## src/rtl/buf_rr_sched_if.sv

```systemverilog
// Handshake bundle for buf_rr_sched: requester write side, consumer read side and status.
// The slave modport is the scheduler's view; the master modport is the environment's view.
interface buf_rr_sched_if #(
  parameter int WIDTH = 8,
  parameter int DEPTH = 4,
  parameter int NREQ  = 2
);
  logic [NREQ-1:0]            req_valid;
  logic [NREQ*WIDTH-1:0]      req_data;
  logic [NREQ-1:0]            req_ready;
  logic                       out_valid;
  logic [WIDTH-1:0]           out_data;
  logic [$clog2(NREQ)-1:0]    out_src;
  logic                       out_ready;
  logic [$clog2(DEPTH+1)-1:0] count;
  logic [1:0]                 state;

  modport slave (
    input  req_valid, req_data, out_ready,
    output req_ready, out_valid, out_data, out_src, count, state
  );

  modport master (
    output req_valid, req_data, out_ready,
    input  req_ready, out_valid, out_data, out_src, count, state
  );
endinterface

```

## src/rtl/buf_rr_sched.sv

```systemverilog
// Round-robin scheduler feeding NREQ requesters into one shared DEPTH-entry circular buffer.
// Each head entry carries the writer's index; status is the occupancy count plus a registered state.
module buf_rr_sched #(
  parameter int WIDTH = 8,
  parameter int DEPTH = 4,
  parameter int NREQ  = 2
) (
  input logic             clk,
  input logic             rst,
  buf_rr_sched_if.slave   bus
);
  localparam int AW = $clog2(DEPTH);
  localparam int SW = $clog2(NREQ);
  localparam int CW = $clog2(DEPTH+1);

  typedef enum logic [1:0] {
    IDLE   = 2'b00,
    ACTIVE = 2'b01,
    FULL   = 2'b10
  } state_t;

  logic [WIDTH-1:0] r_mem_data [DEPTH];
  logic [SW-1:0]    r_mem_src  [DEPTH];
  logic [AW-1:0]    r_wr_ptr;
  logic [AW-1:0]    r_rd_ptr;
  logic [CW-1:0]    r_count;
  logic [SW-1:0]    r_prio;
  state_t           r_state;

  logic [WIDTH-1:0] w_req_word [NREQ];
  logic             w_full;
  logic             w_empty;
  logic [NREQ-1:0]  w_grant;
  logic [SW-1:0]    w_gidx;
  logic             w_found;
  logic [SW:0]      w_sum;
  logic             w_wr;
  logic             w_pop;
  logic [CW-1:0]    w_count_next;
  logic [SW-1:0]    w_prio_next;
  state_t           w_state_next;

  generate
    for (genvar gi = 0; gi < NREQ; gi++) begin : g_unpack
      assign w_req_word[gi] = bus.req_data[gi*WIDTH +: WIDTH];
    end
  endgenerate

  assign w_full  = (r_count == CW'(DEPTH));
  assign w_empty = (r_count == '0);

  // Search upward from r_prio modulo NREQ; first valid requester wins.
  always_comb begin
    w_gidx  = '0;
    w_found = 1'b0;
    w_sum   = '0;
    for (int k = 0; k < NREQ; k++) begin
      w_sum = {1'b0, r_prio} + (SW+1)'(k);
      if (w_sum >= (SW+1)'(NREQ)) begin
        w_sum = w_sum - (SW+1)'(NREQ);
      end
      if (!w_found && bus.req_valid[w_sum[SW-1:0]]) begin
        w_found = 1'b1;
        w_gidx  = w_sum[SW-1:0];
      end
    end
  end

  // A full buffer never grants, even if the head is popped this cycle.
  assign w_wr  = w_found && !w_full && !rst;
  assign w_pop = !w_empty && bus.out_ready;

  always_comb begin
    w_grant = '0;
    if (w_wr) begin
      w_grant[w_gidx] = 1'b1;
    end
  end

  always_comb begin
    w_count_next = r_count;
    if (w_wr && !w_pop) begin
      w_count_next = r_count + CW'(1);
    end else if (!w_wr && w_pop) begin
      w_count_next = r_count - CW'(1);
    end
  end

  assign w_prio_next = (w_gidx == SW'(NREQ-1)) ? '0 : w_gidx + SW'(1);

  always_comb begin
    w_state_next = ACTIVE;
    if (w_count_next == '0) begin
      w_state_next = IDLE;
    end else if (w_count_next == CW'(DEPTH)) begin
      w_state_next = FULL;
    end
  end

  always_ff @(posedge clk or posedge rst) begin
    if (rst) begin
      r_wr_ptr <= '0;
      r_rd_ptr <= '0;
      r_count  <= '0;
      r_prio   <= '0;
      r_state  <= IDLE;
    end else begin
      if (w_wr) begin
        r_wr_ptr <= r_wr_ptr + AW'(1);
        r_prio   <= w_prio_next;
      end
      if (w_pop) begin
        r_rd_ptr <= r_rd_ptr + AW'(1);
      end
      r_count <= w_count_next;
      r_state <= w_state_next;
    end
  end

  // Storage is left unreset; entries are only observable once counted as occupied.
  always_ff @(posedge clk) begin
    if (w_wr) begin
      r_mem_data[r_wr_ptr] <= w_req_word[w_gidx];
      r_mem_src[r_wr_ptr]  <= w_gidx;
    end
  end

  assign bus.req_ready = w_grant;
  assign bus.out_valid = !w_empty;
  assign bus.out_data  = r_mem_data[r_rd_ptr];
  assign bus.out_src   = r_mem_src[r_rd_ptr];
  assign bus.count     = r_count;
  assign bus.state     = r_state;
endmodule
```

## src/flat_wrapper.sv

```systemverilog
// flat-port wrapper written by rule: the top's interface ports become plain ports
module buf_rr_sched_flat 
#(
  parameter int WIDTH = 8,
  parameter int DEPTH = 4,
  parameter int NREQ  = 2
)
  (clk, rst, bus_req_valid, bus_req_data, bus_out_ready, bus_req_ready, bus_out_valid, bus_out_data, bus_out_src, bus_count, bus_state);
  buf_rr_sched_if #(.WIDTH(WIDTH), .DEPTH(DEPTH), .NREQ(NREQ)) bus_i ();
  input logic clk;
  input logic rst;
  input wire logic [$bits(bus_i.req_valid)-1:0] bus_req_valid;
  input wire logic [$bits(bus_i.req_data)-1:0] bus_req_data;
  input wire logic [$bits(bus_i.out_ready)-1:0] bus_out_ready;
  output wire logic [$bits(bus_i.req_ready)-1:0] bus_req_ready;
  output wire logic [$bits(bus_i.out_valid)-1:0] bus_out_valid;
  output wire logic [$bits(bus_i.out_data)-1:0] bus_out_data;
  output wire logic [$bits(bus_i.out_src)-1:0] bus_out_src;
  output wire logic [$bits(bus_i.count)-1:0] bus_count;
  output wire logic [$bits(bus_i.state)-1:0] bus_state;
  assign bus_i.req_valid = bus_req_valid;
  assign bus_i.req_data = bus_req_data;
  assign bus_i.out_ready = bus_out_ready;
  assign bus_req_ready = bus_i.req_ready;
  assign bus_out_valid = bus_i.out_valid;
  assign bus_out_data = bus_i.out_data;
  assign bus_out_src = bus_i.out_src;
  assign bus_count = bus_i.count;
  assign bus_state = bus_i.state;
  buf_rr_sched #(.WIDTH(WIDTH), .DEPTH(DEPTH), .NREQ(NREQ)) u_core (.clk(clk), .rst(rst), .bus(bus_i));
endmodule
```

## config.mk

```make
export PLATFORM = sky130hd
export DESIGN_NAME = buf_rr_sched_flat
export DESIGN_NICKNAME = d
export VERILOG_FILES = /design/src/rtl/buf_rr_sched_if.sv /design/src/rtl/buf_rr_sched.sv /design/src/flat_wrapper.sv
export SDC_FILE = /design/constraint.sdc
export NUM_CORES = 1
export LEC_CHECK = 0
export ABC_AREA = 1
export BUFFER_PORTS_ARGS = -buffer_cell sky130_fd_sc_hd__buf_2
export CAP_MARGIN = 0
export CORE_MARGIN = 5
export CORE_UTILIZATION = 55
export DETAILED_ROUTE_END_ITERATION = 16
export PLACE_DENSITY_LB_ADDON = 0.05
export SLEW_MARGIN = 20
export SYNTH_ARGS = -nofsm -noshare
export SYNTH_HDL_FRONTEND = slang
export SYNTH_SLANG_ARGS = --single-unit
```

## constraint.sdc

```tcl
create_clock -name clk -period 2.2 [get_ports clk]
set_input_delay 0.44 -clock clk [delete_from_list [all_inputs] [get_ports clk]]
set_output_delay 0.44 -clock clk [all_outputs]
set_load 0.02 [all_outputs]
```

### Word-level counts from Yosys, hierarchy flattened

Memories as Yosys holds them, arrays and structs flattened.
Index checks and enable logic that the tools add are counted.

| storage, ports and cells | value |
|---|---|
| flip-flop bits (word level) | 10 |
| memory bits (writable) | 36 |
| input port bits | 21 |
| output and inout bits | 17 |
| word-level logic and storage cells | 63 |
| memories kept | 2 |

| operators by class | value |
|---|---|
| add/subtract/negate cells | 8 |
| $lt $le $gt $ge | 7 |
| eq/ne operators | 2 |
| multiplexer cells | 23 |
| bitwise gates (word level) | 1 |
| reduce and logical (&&, ||, !) cells | 15 |

Memories:

| name | words | width | rd ports | clocked after Yosys merged registers in | write ports | RTL line | RTL |
|---|---|---|---|---|---|---|---|
| u_core.r_mem_data | 4 | 8 | 1 | 0 | 1 | buf_rr_sched.sv:22 | `logic [WIDTH-1:0] r_mem_data [DEPTH];` |
| u_core.r_mem_src | 4 | 1 | 1 | 0 | 1 | buf_rr_sched.sv:23 | `logic [SW-1:0] r_mem_src [DEPTH];` |

Operators with widths:

| operator | count |
|---|---|
| 2-to-1 mux 8 bit | 3 |
| 2-to-1 mux 1 bit | 14 |
| logical AND 1 bit | 7 |
| equality test 3 bit (second input constant) | 2 |
| logical NOT 1 bit | 6 |
| logical NOT 3 bit | 2 |
| less-than comparator 1 x 2 -> 1 bit (second input constant) | 3 |
| 2-to-1 mux 2 bit | 3 |
| 2-to-1 mux 3 bit | 2 |
| adder 2 x 1 -> 2 bit (second input constant) | 2 |
| >= comparator 2 bit (second input constant) | 2 |
| adder 3 x 1 -> 3 bit (second input constant) | 1 |
| subtractor 3 x 1 -> 3 bit (second input constant) | 1 |
| adder 1 x 1 -> 2 bit (second input constant) | 1 |
| >= comparator 1 x 2 -> 1 bit (second input constant) | 1 |
| inverter 1 -> 2 bit | 1 |
| subtractor 1 bit (second input constant) | 2 |
| adder 1 bit (second input constant) | 1 |
| demux 1 bit (select 1 bit) | 1 |
| >= comparator 1 bit (second input constant) | 1 |

### Depth between registers and ports, before layout

Gate-level depths: netlist of run 1.

| logic depth | value |
|---|---|
| depth in word-level cells | 17 |
| depth in mapped cells | 11 |

### Least setup slack after synthesis of run 1

No wires, ideal clock.

| timing | value |
|---|---|
| kind | reg2reg |
| start | register u_core.r_count[0] (netlist: u_core.bus.count[0]) |
| end | memory u_core.r_mem_data[0][0] (enable) |
| setup time | 0.374 ns |
| arrival | 1.516 ns |
| data required time | 1.826 ns |
| path slack | 0.310 ns |
| cell stages (with the launch flop) | 6 |
| buffers on the path | 0 |
| period minus slack after synthesis | 1.890 ns |
| cells stage by stage | dfrtp_1 > inv_1 > ha_1 > nand2_2 > nand3_2 > nor2_1 |

| on the way | value |
|---|---|
| cells in the longest elaborated chain, start to end | 6 |

Ends and longest elaborated chain:

| what | RTL line | RTL |
|---|---|---|
| start: declaration | buf_rr_sched.sv:26 | `logic [CW-1:0] r_count;` |
| start signal: assignment | buf_rr_sched.sv:115 | `r_count <= w_count_next;` |
| equality test 3 bit | buf_rr_sched.sv:49 | `assign w_full = (r_count == CW'(DEPTH));` |
| logical NOT 1 bit | buf_rr_sched.sv:70 | `assign w_wr = w_found && !w_full && !rst;` |
| logical AND 1 bit (2 in series) | buf_rr_sched.sv:70 |  |
| 2-to-1 mux 1 bit | buf_rr_sched.sv:122 | `if (w_wr) begin` |
| 2-to-1 mux 1 bit (implied by the code) | buf_rr_sched.sv:123 | `r_mem_data[r_wr_ptr] <= w_req_word[w_gidx];` |
| end: declaration | buf_rr_sched.sv:22 |  |

Every way passes these cells.

### Worst setup path in the final report of run 1

| timing | value |
|---|---|
| start | register u_core.r_count[0] (netlist: u_core.bus.count[0]) |
| end | output port bus_req_ready[0] |

| on the way | value |
|---|---|
| cells in the longest elaborated chain, start to end | 5 |

Ends and longest elaborated chain:

| what | RTL line | RTL |
|---|---|---|
| equality test 3 bit | buf_rr_sched.sv:49 |  |
| logical NOT 1 bit | buf_rr_sched.sv:70 |  |
| logical AND 1 bit (2 in series) | buf_rr_sched.sv:70 |  |
| 2-to-1 mux 2 bit | buf_rr_sched.sv:75 | `if (w_wr) begin` |
| end: declaration | flat_wrapper.sv:15 | `output wire logic [$bits(bus_i.req_ready)-1:0] bus_req_ready;` |

Every way passes these cells.

==> results of run 1 <==
[stage by stage]
step / hold WS (ns) / utilization (%) / setup WS (ns) / std cells
2_1_floorplan: 0.242 / - / 0.310 / 192
6_report: 0.173 / 67.8 / 0.196 / 289
3_5_place_dp: 0.465 / 65.1 / 0.408 / 281
4_1_cts: 0.151 / 67.4 / 0.0906 / 289
5_1_grt: 0.181 / 67.8 / 0.0689 / 289
3_3_place_gp: 0.461 / 65.1 / 0.451 / 281
[power by group through the flow]
stage                     Combinational [mW]  Clock, mW  Sequential [mW]
final                                   1.42      0.476             1.26
after global routing                    1.60      0.527             1.28
after CTS                               1.43      0.485             1.26
after detailed placement                1.43          0             1.28
after global placement                  1.38          0             1.27
after floorplan                        0.943          0             1.30
[logic make-up (layout without fill, tap and decap cells)]
kind of cell,after synthesis,in the layout
simple gates,79,79
fa+ha+maj,7,7
buf+inv,26,75
flops,46,46
xor+xnor,3,3
compound gates,31,31
[placed cells by master (no fill, tap or decap), drive strengths merged]
master | Yosys | layout
buf | 2 | 46
nand2 | 38 | 38
edfxtp | 36 | 36
nor2 | 35 | 35
o21ai | 20 | 20
inv | 18 | 18
dfrtp | 10 | 10
o22ai | 9 | 9
ha | 7 | 7
clkbuf | 3 | 6
nand3 | 5 | 5
clkinv | 3 | 4
xor2 | 3 | 3
clkinvlp | 0 | 1
a21oi | 1 | 1
nand3b | 1 | 1
o21bai | 1 | 1
[registers in the layout (all words and copies together), names as in the netlist]
signal,flops
u_core.bus.count,3
u_core.r_rd_ptr,2
u_core.r_mem_src,4
u_core.r_mem_data,32
u_core.r_prio,1
u_core.r_wr_ptr,2
u_core.bus.state,2
[worst max-delay path, stage by stage (launching register included)]
cell and delay (ns):
dfrtp_1 0.39, inv_1 0.09, ha_1 0.23, nand2_2 0.11, nand3_4 0.14, nor2_2 0.14
buf_2 0.18
[routing by layer]
metal	track usage, %	vias up	share of wire [%]
li1	-	735	-
met1	19.7	723	41
met2	32.2	45	53
met3	3.65	6	5.3
met4	7.10	0	1.4
met5	0	-	0
[synthesized netlist by cell type (2+ instances only)]
master / number / area, um2
nand2_1: 28 / 105
o22ai_1: 9 / 56.3
edfxtp_1: 36 / 1080
nor2_2: 3 / 18.8
nor2_4: 2 / 22.5
nand2_2: 7 / 43.8
inv_1: 17 / 63.8
buf_2: 2 / 10.0
ha_1: 7 / 87.6
dfrtp_1: 10 / 250
nand2_4: 3 / 33.8
clkinv_1: 2 / 7.51
nand3_1: 4 / 20.0
clkbuf_1: 3 / 11.3
xor2_1: 3 / 26.3
o21ai_0: 19 / 95.1
nor2_1: 30 / 113
[timing repair]
item,4_1_cts,5_1_grt
hold buffers,0,0
endpoints found under the setup margin,0,3
buffers inserted,0,0
gates resized for setup,0,3
[cell type report]
class                      instances  area share [%]
timing repair buffer              46            10.2
inverter                          21            3.53
sequential                        46            53.7
tap                               48            2.42
clock buffer                       6            2.92
multi-input combinational        120            26.9
clock inverter                     2           0.403
[path summary, 6_finish.rpt]
path	start	end	slack [ns]	cells after the start
max in group asynchronous	rst	u_core.bus.state[1]	1.87	3
worst min-delay path	rst	u_core.r_rd_ptr[1]	0.17	3
min in group clk	bus_req_data[4]	u_core.r_mem_data[0][4]	0.48	3
worst min register to register	u_core.r_prio	u_core.r_prio	0.53	2
worst max register to register	u_core.bus.count[0]	u_core.bus.state[1]	0.55	10
worst max-delay path	u_core.bus.count[0]	bus_req_ready[0]	0.20	6
==> key figures, run 1 <==
Status
  • Status: finished clean

Power and ir drop
  • Internal power: roughly 1.9 mW
  • Max IR drop VDD: between 0.0007 and 0.0008 V
  • Sequential share of power: roughly 40%
  • Combinational power share: between 40% and 50%
  • Net Switching: between 1 and 1.5 mW
  • Power per cell area: approximately 1300 nW/um2
  • Power after layout: approximately 3.2 mW
  • Clock network power share: approximately 15%
  • Lkg Pwr: about 1.1 nW
  • Sw Ratio: 41.1%

Layout
  • Antenna Cells: 0
  • Share of cells above drive strength 1: slightly above 30%
  • Final Cell Area: approximately 2500 um2
  • Number of fill cells: 264
  • FF+latch area: roughly 1300 um2
  • Nets: around 270
  • Area Growth Syn to Fin: 18.5%
  • Multi-input combinational cell area: ~670 um2

Floorplan
  • Die width: 71.7 um
  • Die extent in y: roughly 72 um
  • Core box area: between 3000 and 4000 um2
  • Starting Density: around 57%
  • Die ar.: 5140 um2
  • Row count: 22
  • IO Pins: 38

Synth
  • EDFF count, synth: 36
  • Synth warnings: 0
  • Seq/Total Area, Yosys: a little under two thirds
  • Compound-gate portion of the synthesized area: ~8.1%
  • Synth Net Count: between 200 and 250
  • Async set-reset flop share out of synthesis: a little over a fifth
  • Adder-Cell Fraction of Synth Area: under 10%
  • Avg Inst Size Synth: about 11 um2
  • Post-synthesis xor/xnor area fraction: under 10%
  • Largest family of logic cells by synthesized area: simple AND/OR/NAND/NOR gates
  • Mux cell area share after synthesis: 0%
  • Post-Syn Instances: 192
  • Flop and latch count out of synthesis: 46
  • Post-synthesis simple-gate area fraction: between 10% and 20%
  • Mapped cell area: between 2000 and 2500 um2
  • Top_reg_cell synth: edfxtp_1
  • Yosys cell types: 24

Setup path
  • Crit path launch type: register
  • Worst setup EP type: output pin
  • Required @ worst endpoint: 1.76 ns
  • Setup CP Type: reg -> out
  • CP Max Fanout: 8
  • CP arrival: 1.56 ns

Run
  • Max Cap Viol: 0

Global route
  • Antenna violations before repair: 0
  • Total GRT Usage: 17.6%
  • Global-route wire length before repair: between 6000 and 7000 um
  • Vias in the first global route: ~1500
  • Total grt overflow: 0
  • Pin count of the biggest net entering global routing: 20

Drt
  • Number of routed nets with antenna violations: 0
  • Iteration count of the initial detailed-routing pass: 4
  • Routed len/inst: between 10 and 15 um
  • Total Wirelength: about 4100 um
  • Via count: around 1500
  • Iter 0 DRT Violations: 106
  • Vias per cell: ~5.2
  • DRC Markers: 0

Timing
  • Share of the clock period used by the worst path: 91.1%
  • Final min period: approximately 2.0 ns
  • Fin. Hold Viols: 0
  • Worst Clk Skew: slightly above 0.008 ns
  • Sum Neg Setup Slack: 0 ns
  • Relative slew slack: around 80%
  • Worst Tran Pin Value: about 0.28 ns
  • Slew Limit Fails: 0
  • RSZ-0062 raised after global routing: false
  • Max Freq: roughly 500 MHz
  • Final setup violation count: 0

Placed design
  • PortBufs: 37
  • Post-Place Cell Area: 2380 um2
  • Gpl congestion: ~0.87
  • HPWL Detailed: just under 3000 um

Worst hold path
  • Min-Delay Path Class: in -> async

Clocking
  • Clock Latency Late Sink: about 0.29 ns
  • CTS buffer count: 5
  • CTS clk-pin slew, worst paths: roughly 0.080 ns
  • CTS H-tree lvls: 2
  • CTS Root Cell: clkbuf_8
  • Clk sink count: between 40 and 50
  • Max Buffers Root-to-Sink: 2
  • TritonCTS clock tree: done
No activity file was read; power rests on OpenSTA's default activity.
==> inputs of run 2 (changes only) <==
Settings changed: CORE_UTILIZATION 55 to 30.
==> run 2 against run 1 <==
Compared with the run above:
- via count is 4.7% lower
- fmax is 2.3% lower
- sequential share of layout area is 1.9 points lower
- clock skew is 0.0024 ns lower
- wire length is 9.1% higher
- largest cell class unchanged
- critical endpoint unchanged
- highest routed layer unchanged
- first-iteration DRC count is 51% lower
- cell count is 17% higher
==> key figures, run 2 (same netlist as run 1, synthesis figures left out) <==
Status
  • Status: finished clean

Setup path
  • Worst reg2reg path depth: 6 (-4)
  • Crit-path max cell delay: 0.40 ns (about the same)
  • CP Max Fanout: 8 (unchanged)
  • Worst setup EP type: output pin
  • Required @ worst endpoint: 1.76 ns (about the same)
  • Crit path depth: 6 (unchanged)
  • Crit path launch type: register
  • Setup CP Type: reg -> out
  • Delay-heaviest family, CP: simple AND/OR/NAND/NOR gates
  • Crit path max-delay cell type: dfrtp_1
  • Worst Path Buf+Inv: 2 (unchanged)
  • CP arrival: 1.61 ns (+0.05 ns)
  • Worst path cell trace: inv_1 > ha_1 > nand2_2 > nand3_2 > nor2_2 > buf_2

Run
  • Max Cap Viol: 0 (unchanged)

Layout
  • Biggest register: u_core.r_mem_data
  • Nets: 270 (+0.75%)
  • Multi-input combinational cell area: 659 um2 (-1.1%)
  • FF+latch area: 1330 um2 (unchanged)
  • Share of cells above drive strength 1: 30.9% (+0.57 points)
  • Area Growth Syn to Fin: 22.8%
  • Largest register FFs: 32 (unchanged)
  • Most frequent cells in the layout: 37 x buf_2, 36 x edfxtp_1, 29 x nor2_1
  • Number of fill cells: 702 (+170%)
  • Most common cell after layout, fill and taps aside: buf_2
  • Antenna Cells: 0 (unchanged)

Global route
  • Vias in the first global route: 1504 (-1.8%)
  • Total GRT Usage: 11.0% (-6.6 points)
  • Total grt overflow: 0 (unchanged)
  • Global-route wire length before repair: 7210 um (+4.5%)
  • Antenna violations before repair: 0 (unchanged)
  • Pin count of the biggest net entering global routing: 20 (unchanged)

Clocking
  • CTS clk-pin slew, worst paths: 0.09 ns (about the same)
  • Hold buffers post-CTS: 0 (unchanged)
  • Max Buffers Root-to-Sink: 2 (unchanged)
  • CTS buffer count: 5 (unchanged)
  • CTS Root Cell: clkbuf_8
  • CTS H-tree lvls: 2 (unchanged)
  • Clock Latency Late Sink: 0.29 ns (about the same)
  • TritonCTS clock tree: done
  • Clk sink count: 46 (unchanged)

Floorplan
  • Die ar.: 8750 um2 (+70%)
  • Die width: 93.5 um (+30%)
  • Row count: 30 (+36%)
  • Die extent in y: 93.5 um (+30%)
  • Starting Density: 30.8% (-26 points)
  • Core box area: 6790 um2 (+86%)
  • IO Pins: 38 (unchanged)

Placed design
  • PortBufs: 37 (unchanged)
  • Setup slack at placement: 0.422 ns (+0.0135 ns)
  • Gpl congestion: 0.732 (-16%)
  • HPWL Detailed: 3260 um (+13%)

Timing
  • Setup ws final: 0.149 ns (-0.0465 ns)
  • Final min period: 2.05 ns (+0.0465 ns)
  • Slew Limit Fails: 0 (unchanged)
  • RSZ-0062 raised after global routing: false
  • Max Freq: 488 MHz (-2.3%)
  • Share of the clock period used by the worst path: 93.2% (+2.1 points)
  • Relative slew slack: 80.8% (-0.43 points)
  • Worst Tran Pin Value: 0.287 ns (+0.00650 ns)
  • Sum Neg Setup Slack: 0 ns (unchanged)
  • Final setup violation count: 0 (unchanged)
  • Worst Clk Skew: 0.00580 ns (-0.00244 ns)
  • Fin. Hold Viols: 0 (unchanged)

Drt
  • Iteration count of the initial detailed-routing pass: 2 (-2)
  • Iter 0 DRT Violations: 52 (-51%)
  • Met2 wire len: 2240 um (+2.6%)
  • M1 WL: 2030 um (+21%)
  • Total Wirelength: 4520 um (+9.1%)
  • DRC Markers: 0 (unchanged)
  • Number of routed nets with antenna violations: 0 (unchanged)
  • Routed met3 length: 179 um (-18%)
  • Routed len/inst: 13.3 um (-7.0%)
  • Via count: 1438 (-4.7%)
  • Top Layer Used: met4
  • Vias per cell: 4.24 (-19%)

Worst hold path
  • Min-Delay Path Class: in -> async

Power and ir drop
  • Power per cell area: 1290 nW/um2 (+1.1%)
  • Max IR drop VDD: 0.000613 V (-14%)
  • Lkg Pwr: 1.10 nW (+2.2%)
[run 2: changes by cell type in the layout (fill, tap and decap cells not counted)]
cell,change
clkinvlp_4,-1
nand3_2,+1
clkbuf_1,-1
nand3_4,-1
bufinv_16,+1
clkinv_1,+1
buf_4,+2
[run 2: final timing paths]
path	slack, ns	endpoint	from
worst max-delay path	0.15	bus_req_ready[0]	u_core.bus.count[0]
worst min-delay path	0.16	u_core.r_prio	rst
worst max register to register	0.54	u_core.r_mem_data[0][4]	u_core.bus.count[0]
worst min register to register	0.53	u_core.r_prio	u_core.r_prio
max in group asynchronous	1.89	u_core.r_rd_ptr[1]	rst
min in group clk	0.48	u_core.r_mem_data[3][0]	bus_req_data[0]
[run 2: layout make-up]
type	instances	share of cell area (%)
flip-flops and latches	46	51.8
multi-input cells	120	25.6
repair buffers	48	10.4
well taps	96	4.67
inverters	21	3.26
clock buffers	5	2.68
clock inverters	3	1.56
[run 2: worst min-delay path, stage by stage]
cell and delay [ns]:
buf_2 0.10, inv_2 0.07, buf_4 0.20
[run 2: metal layers]
layer  vias to the layer above  GRT usage [%]
li1                        739              -
met1                       663           12.6
met2                        28           19.5
met3                         8           2.74
met4                         0           4.33
met5                         -              0
[run 2: where the power goes]
part	switching, mW	total (mW)	leakage, nW	internal (mW)
sequential	0.0973	1.26	0.449	1.16
clock	0.276	0.611	0.0579	0.334
combinational	0.947	1.45	0.597	0.500
total	1.32	3.31	1.10	1.99
[run 2: repair_timing]
action / CTS / global route
resized for setup: 0 / 1
endpoints found under the setup margin: 0 / 1
setup buffers: 0 / 0
[run 2: metrics by stage]
stage / area, um2 / util [%] / std cells / hold slack (ns) / total power [mW]
6_report: 2570 / 37.8 / 339 / 0.155 / 3.31
3_5_place_dp: 2460 / 36.2 / 331 / 0.482 / 2.76
4_1_cts: 2570 / 37.8 / 339 / 0.153 / 3.38
2_1_floorplan: 2090 / - / 192 / 0.242 / 2.25
5_1_grt: 2570 / 37.8 / 339 / 0.165 / 3.56
3_3_place_gp: 2460 / 36.2 / 331 / 0.485 / 2.78
==> inputs of run 3 (changes only) <==
Clock period 2.2 ns to 2.6 ns, I/O delays scaled along.
==> run 3 against run 2 <==
Compared with the run above:
- cell count fell by 0.88%
- clock power fell by 34%
- largest power group unchanged
- power fell by 20%
- critical path depth did not move
- design area fell by 2.0%
==> key figures, run 3 (same netlist as run 1, synthesis figures left out) <==
Status
  • Status: finished clean

Drt
  • Vias per cell: 4.26 (+0.47%)
  • Iteration count of the initial detailed-routing pass: 4 (+2)
  • Number of routed nets with antenna violations: 0 (unchanged)
  • Iter 0 DRT Violations: 63 (+21%)
  • Total Wirelength: 4550 um (+0.75%)
  • Routed len/inst: 13.5 um (+1.7%)
  • DRC Markers: 0 (unchanged)
  • Via count: 1432 (-0.42%)

Layout
  • Nets: 267 (-1.1%)
  • Finished Layout Cells: 336 (-0.88%)
  • Antenna Cells: 0 (unchanged)
  • Final core utilization: 37.1% (-0.77 points)
  • FF+latch area: 1330 um2 (unchanged)
  • Share of cells above drive strength 1: 28.7% (-2.1 points)
  • Area Growth Syn to Fin: 20.3%
  • Number of fill cells: 706 (+0.57%)
  • Biggest register: u_core.r_mem_data
  • Most frequent cells in the layout: 37 x buf_2, 36 x edfxtp_1, 30 x nor2_1
  • Most common cell after layout, fill and taps aside: buf_2
  • Multi-input combinational cell area: 657 um2 (-0.38%)
  • Final Cell Area: 2520 um2 (-2.0%)
  • Largest register FFs: 32 (unchanged)

Floorplan
  • Starting Density: 30.8% (unchanged)
  • Die ar.: 8750 um2 (unchanged)
  • IO Pins: 38 (unchanged)
  • Row count: 30 (unchanged)
  • Core box area: 6790 um2 (unchanged)
  • Die extent in y: 93.5 um (unchanged)
  • Die width: 93.5 um (unchanged)

Clocking
  • Max Buffers Root-to-Sink: 2 (unchanged)
  • Clk sink count: 46 (unchanged)
  • Clock Latency Late Sink: 0.29 ns (about the same)
  • CTS Root Cell: clkbuf_8
  • CTS clk-pin slew, worst paths: 0.08 ns (about the same)
  • Post-CTS Setup Bufs: 0 (unchanged)
  • Hold buffers post-CTS: 0 (unchanged)
  • CTS buffer count: 5 (unchanged)
  • CTS H-tree lvls: 2 (unchanged)
  • TritonCTS clock tree: done
  • Post-CTS sizing: 0 (unchanged)

Timing
  • Slew Limit Fails: 0 (unchanged)
  • Max Freq: roughly 460 MHz
  • Final min period: ~2.2 ns
  • Final setup violation count: 0 (unchanged)
  • RSZ-0062 raised after global routing: false
  • Worst Clk Skew: 0.00436 ns (-0.00144 ns)
  • Fin. Hold Viols: 0 (unchanged)
  • Relative slew slack: 65.8% (-15 points)
  • Worst Tran Pin Value: 0.510 ns (+0.223 ns)
  • Share of the clock period used by the worst path: between 80 and 90%
  • Sum Neg Setup Slack: 0 ns (unchanged)

Power and ir drop
  • Lkg Pwr: 1.07 nW (-2.7%)
  • Internal power: 1.56 mW (-22%)
  • Sequential share of power: 40.6% (+2.7 points)
  • Combinational power share: 44.2% (+0.6 points)
  • Power per cell area: 1050 nW/um2 (-18%)
  • Clock network power share: 15.2% (-3.2 points)
  • Max IR drop VDD: 0.000428 V (-30%)
  • Net Switching: 1.10 mW (-17%)
  • Power after layout: 2.65 mW (-20%)
  • Sw Ratio: 41.3% (+1.5 points)

Global route
  • Vias in the first global route: 1459 (-3.0%)
  • Antenna violations before repair: 0 (unchanged)
  • Pin count of the biggest net entering global routing: 20 (unchanged)
  • Global-route wire length before repair: 7460 um (+3.4%)
  • Total GRT Usage: 11.4% (+0.41 points)
  • Total grt overflow: 0 (unchanged)

Setup path
  • Worst setup EP type: output pin
  • CP Max Fanout: 8 (unchanged)
  • Required @ worst endpoint: 2.08 ns (+0.32 ns)
  • Setup CP Type: reg -> out
  • Crit path launch type: register
  • CP arrival: 1.66 ns (+0.05 ns)

Placed design
  • Dpl cells: 328 (-0.91%)
  • PortBufs: 37 (unchanged)
  • Gpl congestion: 0.695 (-5.0%)
  • HPWL Detailed: 3100 um (-5.1%)
  • Post-Place Cell Area: 2440 um2 (-0.92%)

Run
  • Max Cap Viol: 0 (unchanged)

Worst hold path
  • Min-Delay Path Class: in -> async
run 3: routing by layer:
metal	up-vias	share of wire, %	GRT usage [%]
met5	-	0	0
met4	0	1.3	3.61
met3	5	4.3	3.30
met2	30	48	19.2
li1	736	-	-
met1	661	46	14.0
run 3: stage by stage:
stage          setup slack, ns  hold slack [ns]
6_report                 0.417            0.227
3_3_place_gp             0.643            0.519
5_1_grt                  0.187            0.229
2_1_floorplan            0.672            0.322
3_5_place_dp             0.637            0.515
4_1_cts                  0.373            0.228
run 3: power by group through the flow:
stage	Clock (mW)	Sequential (mW)	Combinational, mW
6_report	0.405	1.08	1.17
5_1_grt	0.462	1.10	1.32
4_1_cts	0.420	1.08	1.21
3_5_place_dp	0	1.10	1.21
3_3_place_gp	0	1.10	1.21
2_1_floorplan	0	1.10	0.798
run 3: layout make-up:
cell class / count / area share, %
flip-flops and latches: 46 / 52.9
repair buffers: 45 / 9.74
clock buffers: 6 / 2.88
inverters: 21 / 3.33
well taps: 96 / 4.77
clock inverters: 2 / 0.348
multi-input cells: 120 / 26.1
run 3: path summary, 6_finish.rpt:
path | startpoint | endpoint | slack [ns] | cells after the start
worst max-delay path | u_core.bus.count[0] | bus_req_ready[0] | 0.42 | 6
worst min-delay path | rst | u_core.r_prio | 0.23 | 3
worst max register to register | u_core.bus.count[0] | u_core.r_mem_data[0][2] | 0.94 | 6
worst min register to register | u_core.r_prio | u_core.r_prio | 0.53 | 2
max in group asynchronous | rst | u_core.bus.state[0] | 2.22 | 3
min in group clk | u_core.r_prio | u_core.r_prio | 0.53 | 2
run 3: critical path: stages (launching register included):
cell and delay (ns):
dfrtp_1 0.39, inv_1 0.09, ha_1 0.23, nand2_2 0.10, nand3_2 0.19, nor2_1 0.18, buf_2 0.19
